[src/rtl/dmem_arbiter_if.sv]
// dmem_arbiter_if: bundles the fetch requester, memory-stage requester and
// dmem port signals seen by dmem_arbiter.
//   master : arbiter side (drives grants, read returns and dmem strobes)
//   slave  : environment side (requesters and data memory)
interface dmem_arbiter_if #(
  parameter int unsigned ADDR_W = 32,
  parameter int unsigned DATA_W = 32
);
  // Fetch requester
  logic              if_req;
  logic [ADDR_W-1:0] if_addr;
  logic              if_gnt;
  logic              if_rd_valid;
  logic [DATA_W-1:0] if_rd_data;
  // Memory-stage requester
  logic              dm_req;
  logic              dm_we;
  logic [ADDR_W-1:0] dm_addr;
  logic [DATA_W-1:0] dm_wr_data;
  logic [1:0]        dm_wr_size;
  logic              dm_gnt;
  logic              dm_rd_valid;
  logic [DATA_W-1:0] dm_rd_data;
  // Data memory port
  logic [ADDR_W-1:0] mem_addr;
  logic [DATA_W-1:0] mem_wr_data;
  logic              mem_wr_enable;
  logic [1:0]        mem_wr_size;
  logic              mem_rd_enable;
  logic [DATA_W-1:0] mem_rd_data;
  logic              mem_rd_ready;

  modport master (
    input  if_req, if_addr,
    output if_gnt, if_rd_valid, if_rd_data,
    input  dm_req, dm_we, dm_addr, dm_wr_data, dm_wr_size,
    output dm_gnt, dm_rd_valid, dm_rd_data,
    output mem_addr, mem_wr_data, mem_wr_enable, mem_wr_size, mem_rd_enable,
    input  mem_rd_data, mem_rd_ready
  );

  modport slave (
    output if_req, if_addr,
    input  if_gnt, if_rd_valid, if_rd_data,
    output dm_req, dm_we, dm_addr, dm_wr_data, dm_wr_size,
    input  dm_gnt, dm_rd_valid, dm_rd_data,
    input  mem_addr, mem_wr_data, mem_wr_enable, mem_wr_size, mem_rd_enable,
    output mem_rd_data, mem_rd_ready
  );
endinterface

[src/rtl/dmem_arbiter.sv]
// dmem_arbiter: shares the single data-memory port between instruction fetch
// (reads only) and the memory stage (loads and stores). One registered grant
// per access; read strobes are held until mem_rd_ready.
// Optional macro ARB_FAIR_EN: after STARVE_LIMIT consecutive dm grants made
// while fetch is waiting, the next arbitration point goes to fetch.
// Requesters are expected to drop or replace their request in the cycle the
// grant pulse is visible, otherwise the held request is accepted again.
module dmem_arbiter #(
  parameter int unsigned ADDR_W       = 32,
  parameter int unsigned DATA_W       = 32,
  parameter int unsigned STARVE_LIMIT = 4
) (
  input  logic           clk,
  input  logic           reset,
  input  logic           flush,
  dmem_arbiter_if.master bus
);

  typedef enum logic [1:0] {IDLE, RD_IF, RD_DM, WR} state_t;

  state_t            r_state;
  state_t            w_state_nxt;
  logic              w_arb;
  logic              w_rd_done;
  logic              w_gnt_if;
  logic              w_gnt_dm;
  logic              w_starved;

  logic              r_if_gnt;
  logic              r_dm_gnt;
  logic              r_if_rd_valid;
  logic              r_dm_rd_valid;
  logic [DATA_W-1:0] r_if_rd_data;
  logic [DATA_W-1:0] r_dm_rd_data;
  logic [ADDR_W-1:0] r_mem_addr;
  logic [DATA_W-1:0] r_mem_wr_data;
  logic [1:0]        r_mem_wr_size;
  logic              r_mem_wr_enable;
  logic              r_mem_rd_enable;
  logic              r_flush_kill;

  // State register
  always_ff @(posedge clk or negedge reset) begin
    if (!reset) r_state <= IDLE;
    else        r_state <= w_state_nxt;
  end

  // Arbitration and next-state: decide only when the port is free or the read completes
  always_comb begin
    w_state_nxt = r_state;
    w_gnt_if    = 1'b0;
    w_gnt_dm    = 1'b0;
    w_rd_done   = ((r_state == RD_IF) || (r_state == RD_DM)) && bus.mem_rd_ready;
    w_arb       = (r_state == IDLE) || (r_state == WR) || w_rd_done;
    if (w_arb) begin
      if (bus.if_req && (w_starved || !bus.dm_req)) begin
        w_gnt_if    = 1'b1;
        w_state_nxt = RD_IF;
      end else if (bus.dm_req) begin
        w_gnt_dm    = 1'b1;
        w_state_nxt = bus.dm_we ? WR : RD_DM;
      end else begin
        w_state_nxt = IDLE;
      end
    end
  end

`ifdef ARB_FAIR_EN
  localparam int unsigned STARVE_W = $clog2(STARVE_LIMIT + 1);
  logic [STARVE_W-1:0] r_starve;

  // Count dm wins over a waiting fetch; saturates at the limit
  always_ff @(posedge clk or negedge reset) begin
    if (!reset)
      r_starve <= '0;
    else if (!bus.if_req || w_gnt_if)
      r_starve <= '0;
    else if (w_gnt_dm && (r_starve != STARVE_W'(STARVE_LIMIT)))
      r_starve <= r_starve + 1'b1;
  end

  assign w_starved = (r_starve == STARVE_W'(STARVE_LIMIT));
`else
  assign w_starved = 1'b0;
`endif

  // Flush kill: remembers a flush seen during an outstanding dm load
  always_ff @(posedge clk or negedge reset) begin
    if (!reset)
      r_flush_kill <= 1'b0;
    else if ((r_state == RD_DM) && !bus.mem_rd_ready)
      r_flush_kill <= r_flush_kill | flush;
    else
      r_flush_kill <= 1'b0;
  end

  // Grant pulses, read returns and dmem strobes
  always_ff @(posedge clk or negedge reset) begin
    if (!reset) begin
      r_if_gnt        <= 1'b0;
      r_dm_gnt        <= 1'b0;
      r_if_rd_valid   <= 1'b0;
      r_dm_rd_valid   <= 1'b0;
      r_if_rd_data    <= '0;
      r_dm_rd_data    <= '0;
      r_mem_addr      <= '0;
      r_mem_wr_data   <= '0;
      r_mem_wr_size   <= '0;
      r_mem_wr_enable <= 1'b0;
      r_mem_rd_enable <= 1'b0;
    end else begin
      r_if_gnt        <= w_gnt_if;
      r_dm_gnt        <= w_gnt_dm;
      r_if_rd_valid   <= w_rd_done && (r_state == RD_IF);
      r_dm_rd_valid   <= w_rd_done && (r_state == RD_DM) && !flush && !r_flush_kill;
      r_mem_wr_enable <= w_gnt_dm && bus.dm_we;

      if (w_rd_done && (r_state == RD_IF)) r_if_rd_data <= bus.mem_rd_data;
      if (w_rd_done && (r_state == RD_DM)) r_dm_rd_data <= bus.mem_rd_data;

      if (w_gnt_if) begin
        r_mem_addr      <= bus.if_addr;
        r_mem_rd_enable <= 1'b1;
      end else if (w_gnt_dm) begin
        r_mem_addr      <= bus.dm_addr;
        r_mem_rd_enable <= !bus.dm_we;
        if (bus.dm_we) begin
          r_mem_wr_data <= bus.dm_wr_data;
          r_mem_wr_size <= bus.dm_wr_size;
        end
      end else if (w_arb) begin
        r_mem_rd_enable <= 1'b0;
      end
    end
  end

  assign bus.if_gnt        = r_if_gnt;
  assign bus.dm_gnt        = r_dm_gnt;
  assign bus.if_rd_valid   = r_if_rd_valid;
  assign bus.dm_rd_valid   = r_dm_rd_valid;
  assign bus.if_rd_data    = r_if_rd_data;
  assign bus.dm_rd_data    = r_dm_rd_data;
  assign bus.mem_addr      = r_mem_addr;
  assign bus.mem_wr_data   = r_mem_wr_data;
  assign bus.mem_wr_size   = r_mem_wr_size;
  assign bus.mem_wr_enable = r_mem_wr_enable;
  assign bus.mem_rd_enable = r_mem_rd_enable;

endmodule

[src/flat_wrapper.sv]
// flat-port wrapper written by rule: the top's interface ports become plain ports
module dmem_arbiter_flat 
#(
  parameter int unsigned ADDR_W       = 32,
  parameter int unsigned DATA_W       = 32,
  parameter int unsigned STARVE_LIMIT = 4
)
  (clk, reset, flush, bus_if_req, bus_if_addr, bus_if_gnt, bus_if_rd_valid, bus_if_rd_data, bus_dm_req, bus_dm_we, bus_dm_addr, bus_dm_wr_data, bus_dm_wr_size, bus_dm_gnt, bus_dm_rd_valid, bus_dm_rd_data, bus_mem_addr, bus_mem_wr_data, bus_mem_wr_enable, bus_mem_wr_size, bus_mem_rd_enable, bus_mem_rd_data, bus_mem_rd_ready);
  dmem_arbiter_if #(.ADDR_W(ADDR_W), .DATA_W(DATA_W)) bus_i ();
  input  logic clk;
  input  logic reset;
  input  logic flush;
  input wire logic [$bits(bus_i.if_req)-1:0] bus_if_req;
  input wire logic [$bits(bus_i.if_addr)-1:0] bus_if_addr;
  output wire logic [$bits(bus_i.if_gnt)-1:0] bus_if_gnt;
  output wire logic [$bits(bus_i.if_rd_valid)-1:0] bus_if_rd_valid;
  output wire logic [$bits(bus_i.if_rd_data)-1:0] bus_if_rd_data;
  input wire logic [$bits(bus_i.dm_req)-1:0] bus_dm_req;
  input wire logic [$bits(bus_i.dm_we)-1:0] bus_dm_we;
  input wire logic [$bits(bus_i.dm_addr)-1:0] bus_dm_addr;
  input wire logic [$bits(bus_i.dm_wr_data)-1:0] bus_dm_wr_data;
  input wire logic [$bits(bus_i.dm_wr_size)-1:0] bus_dm_wr_size;
  output wire logic [$bits(bus_i.dm_gnt)-1:0] bus_dm_gnt;
  output wire logic [$bits(bus_i.dm_rd_valid)-1:0] bus_dm_rd_valid;
  output wire logic [$bits(bus_i.dm_rd_data)-1:0] bus_dm_rd_data;
  output wire logic [$bits(bus_i.mem_addr)-1:0] bus_mem_addr;
  output wire logic [$bits(bus_i.mem_wr_data)-1:0] bus_mem_wr_data;
  output wire logic [$bits(bus_i.mem_wr_enable)-1:0] bus_mem_wr_enable;
  output wire logic [$bits(bus_i.mem_wr_size)-1:0] bus_mem_wr_size;
  output wire logic [$bits(bus_i.mem_rd_enable)-1:0] bus_mem_rd_enable;
  input wire logic [$bits(bus_i.mem_rd_data)-1:0] bus_mem_rd_data;
  input wire logic [$bits(bus_i.mem_rd_ready)-1:0] bus_mem_rd_ready;
  assign bus_i.if_req = bus_if_req;
  assign bus_i.if_addr = bus_if_addr;
  assign bus_if_gnt = bus_i.if_gnt;
  assign bus_if_rd_valid = bus_i.if_rd_valid;
  assign bus_if_rd_data = bus_i.if_rd_data;
  assign bus_i.dm_req = bus_dm_req;
  assign bus_i.dm_we = bus_dm_we;
  assign bus_i.dm_addr = bus_dm_addr;
  assign bus_i.dm_wr_data = bus_dm_wr_data;
  assign bus_i.dm_wr_size = bus_dm_wr_size;
  assign bus_dm_gnt = bus_i.dm_gnt;
  assign bus_dm_rd_valid = bus_i.dm_rd_valid;
  assign bus_dm_rd_data = bus_i.dm_rd_data;
  assign bus_mem_addr = bus_i.mem_addr;
  assign bus_mem_wr_data = bus_i.mem_wr_data;
  assign bus_mem_wr_enable = bus_i.mem_wr_enable;
  assign bus_mem_wr_size = bus_i.mem_wr_size;
  assign bus_mem_rd_enable = bus_i.mem_rd_enable;
  assign bus_i.mem_rd_data = bus_mem_rd_data;
  assign bus_i.mem_rd_ready = bus_mem_rd_ready;
  dmem_arbiter #(.ADDR_W(ADDR_W), .DATA_W(DATA_W), .STARVE_LIMIT(STARVE_LIMIT)) u_core (.clk(clk), .reset(reset), .flush(flush), .bus(bus_i));
endmodule
[config.mk]
export PLATFORM = sky130hd
export DESIGN_NAME = dmem_arbiter_flat
export DESIGN_NICKNAME = d
export VERILOG_FILES = /design/src/rtl/dmem_arbiter_if.sv /design/src/rtl/dmem_arbiter.sv /design/src/flat_wrapper.sv
export SDC_FILE = /design/constraint.sdc
export NUM_CORES = 1
export LEC_CHECK = 0
export CELL_PAD_IN_SITES_DETAIL_PLACEMENT = 0
export CELL_PAD_IN_SITES_GLOBAL_PLACEMENT = 1
export CORE_ASPECT_RATIO = 0.7
export CORE_UTILIZATION = 29
export DETAILED_ROUTE_END_ITERATION = 7
export PLACE_DENSITY = 0.84
export SLEW_MARGIN = 10
export SYNTH_ARGS = -nofsm -noshare
export SYNTH_HDL_FRONTEND = slang
export SYNTH_SLANG_ARGS = --single-unit
[constraint.sdc]
create_clock -name clk -period 1.7 [get_ports clk]
set_input_delay 0.51 -clock clk [delete_from_list [all_inputs] [get_ports clk]]
set_output_delay 0.51 -clock clk [all_outputs]
set_load 0.01 [all_outputs]
==> metrics.md <==
| Metric | Value |
|---|---|
| Clock Tree Buf Depth | 2 |
| Global placer's final weighted congestion | 0.7618 |
| Fin util | 0.5012 |
| Min setup slack post-route | -0.02156 ns |
| First-pass GRT wire length | 24.18 mm |
| Cell variety after synth | 19 |
| Synth area leaders | dfrtp_1 (62%), mux2_2 (27%), mux2_1 (5.6%) |
| CTS tree | done |
| Fin nets | 784 |
| Total GRT Usage | 0.1600 |
| Clock Skew | 0.008552 ns |
| FMAX | 0.5809 GHz |
| Largest net degree at the start of global routing | 50 |
| Starting Density | 0.2958 |
| DP Worst Slack | -0.3987 ns |
| Design Area, Final | 9482 um2 |
| Hold Crit Depth | 1 |
| Fin crit period | 1.722 ns |
| ANT nets after route | 0 |
| CTS sink count | 139 |
| Crit share post-route | 1.013 |
| Drt wl/cell | 17.41 um |
| Inst Count DP | 854 |
| Width of the chip | 168.0 um |
| Final setup violating endpoints | 16 |
| Clk Latency, worst-skew pair | 0.41 ns |
| Rows | 42 |
| Largest area contributor in the netlist | dfrtp_1 |
| Total grt overflow | 0 |
| I/O pins | 273 |
| Most frequent cells in the layout | dfrtp_1 (139), dlygate4sd2_1 (137), clkdlybuf4s50_1 (133) |
| Critical path arrival | 2.00 ns |
| Critical path required time | 1.98 ns |
| Syn_nets | 480 |
| WL final | 15.67 mm |
| CP endpoint kind | flop |
| Maximum fanout along the worst path | 8 |
| Drt pass-1 iters | 4 |
| Clk slew on worst S/H paths | 0.06 ns |
| RSZ-0062 raised after global routing | yes |
| Worst path max stage delay | 0.39 ns |
| Post-synthesis sequential element count | 139 |
| Mapped Cells | 341 |
| Crit start category | flop |
| Vias per cell | 4.428 |
| Initial antenna violation count | 0 |
| Post-synth top area share | 0.6216 |
| Hold/Removal Path Class | reg2reg |
| Critical Path Most Common Cell | buf_6 |
| Root Buffer | clkbuf_16 |
| Max-Cap Viols | 0 |
| Max Slew Vio Count | 0 |
| Cell Pwr Density | 1492 nW/um2 |
| Sequential fraction of the synthesis area | 0.6216 |
| Cells along the critical path | inv_2 > ha_4 > buf_6 > nand3b_1 > buf_6 > clkbuf_16 > mux2_4 |
| Least-Margin Pin Slew | 0.3217 ns |
| Status | complete, but fails checks |
| R2R depth | 7 |
| Final Non-Filler Cells | 900 |
| Hpwl dp | 10.53 mm |
| Post-place instance area | 8698 um2 |
| Vias in the first global route | 4,543 |
| Mapped cell area | 5595 um2 |
| CTS H-Tree Depth | 4 |
| Commonest non-fill, non-tap cell in the layout | dfrtp_1 |
| Setup Crit Path Kind | reg2reg |
| Design Power | 14.15 mW |
| Layout cells sized above 1 | 0.3085 |
| Final Hold Viols | 0 |
| Via count | 3,985 |
| Normalized max-slew margin | 0.7855 |
| Core area | 18,920 um2 |
| Peak VDD IR | 557.5 uV |
| P&R area growth vs syn | 69.45% |
| Yosys warns | 0 |
| IO buf count | 272 |
| # diodes | 0 |
| Die Y | 118.2 um |
| Avg Cell Area, Syn | 16.41 um2 |
| Leak | 4.361 nW |
| Total CTS buffers | 17 |
| Die area | 19,860 um2 |
| DRC | 0 |
| Slowest stage cell, crit path | dfrtp_1 |
| DR iter-0 viols | 90 |
| Failing checks | setup timing |
per-layer routing:
metal,vias to the layer above,wire [um],GRT usage,share of wire
met4,0,163,0.04702,0.010
met5,-,0,0,0
met2,166,7492,0.2651,0.48
li1,1822,-,-,-
met1,1985,6714,0.1872,0.43
met3,12,1297,0.06966,0.083
per-stage QoR:
stage / setup TNS [ns] / hold slack [ns]
finish: -0.1846 / 0.4346
global route: -2.588 / 0.4504
CTS: -0.4764 / 0.4367
detailed placement: -47.09 / 0.4119
global placement: -41.20 / 0.4091
floorplan: 0 / 0.2144
where the power goes:
| part | internal [mW] | switching (mW) | total [mW] |
|---|---|---|---|
| Combinational | 3.09 | 2.13 | 5.22 |
| Clock | 2.29 | 1.38 | 3.67 |
| Sequential | 4.61 | 0.650 | 5.26 |
cells by family after synthesis:
family / synth area share
adders and majority gates: 0.004472
buffers and inverters: 0.02594
and+or+nand+nor: 0.009840
AOI/OAI and AO/OA: 0.01006
DFF: 0.6216
muxes: 0.3280
state kept, by name (all words and copies together), names as in the netlist:
register / count
u_core.bus.dm_gnt: 1
u_core.bus.dm_rd_data: 32
u_core.bus.dm_rd_valid: 1
u_core.bus.if_gnt: 1
u_core.bus.if_rd_data: 32
u_core.bus.if_rd_valid: 1
u_core.bus.mem_addr: 32
u_core.bus.mem_rd_enable: 1
u_core.bus.mem_wr_data: 32
u_core.bus.mem_wr_enable: 1
u_core.bus.mem_wr_size: 2
u_core.r_flush_kill: 1
u_core.r_state: 2
area by class of cell:
cell class,instances,area (um2)
clock buffers,23,478.0
clock inverters,9,111.4
fillers,1644,9437
inverters,5,18.77
multi-input cells,180,2103
flip-flops and latches,139,3478
well taps,242,302.8
repair buffers,302,2989
path summary, 6_finish.rpt:
check                                     from                   endpoint  slack (ns)
min                        u_core.r_flush_kill     u_core.bus.dm_rd_valid        0.43
min in group asynchronous                reset  u_core.bus.if_rd_data[20]        0.55
max reg2reg                  u_core.r_state[0]   u_core.bus.dm_rd_data[6]       -0.02
max in group asynchronous                reset   u_core.bus.if_rd_data[9]        0.58
min reg2reg                u_core.r_flush_kill     u_core.bus.dm_rd_valid        0.43
max                          u_core.r_state[0]   u_core.bus.dm_rd_data[6]       -0.02
cells in the mapped netlist (all sizes together):
cell	number
o2bb2ai	2
nor2	3
mux2	163
dfrtp	139
nand2	1
nor2b	1
o22a	1
o311ai	1
nor3	2
inv	5
nor3b	1
nand3b	1
or3b	1
o211ai	1
buf	17
ha	2
worst max-delay path: cells and delay by family, from the launching register on:
kind,cells,cell delay [ns]
adders and majority gates,1,0.21
buffers and inverters,4,0.53
DFF,1,0.39
muxes,1,0.30
and+or+nand+nor,1,0.16
what timing repair did:
action / in CTS / in global routing
pin swaps: 1 / 2
hold endpoints to repair: 26 / 0
hold buffers: 1 / 0
endpoints found under the setup margin: 234 / 88
gates resized for setup: 147 / 35
buffers inserted: 5 / 3
gates cloned: 3 / 3
Note: power is estimated with default switching activity, not from simulation.
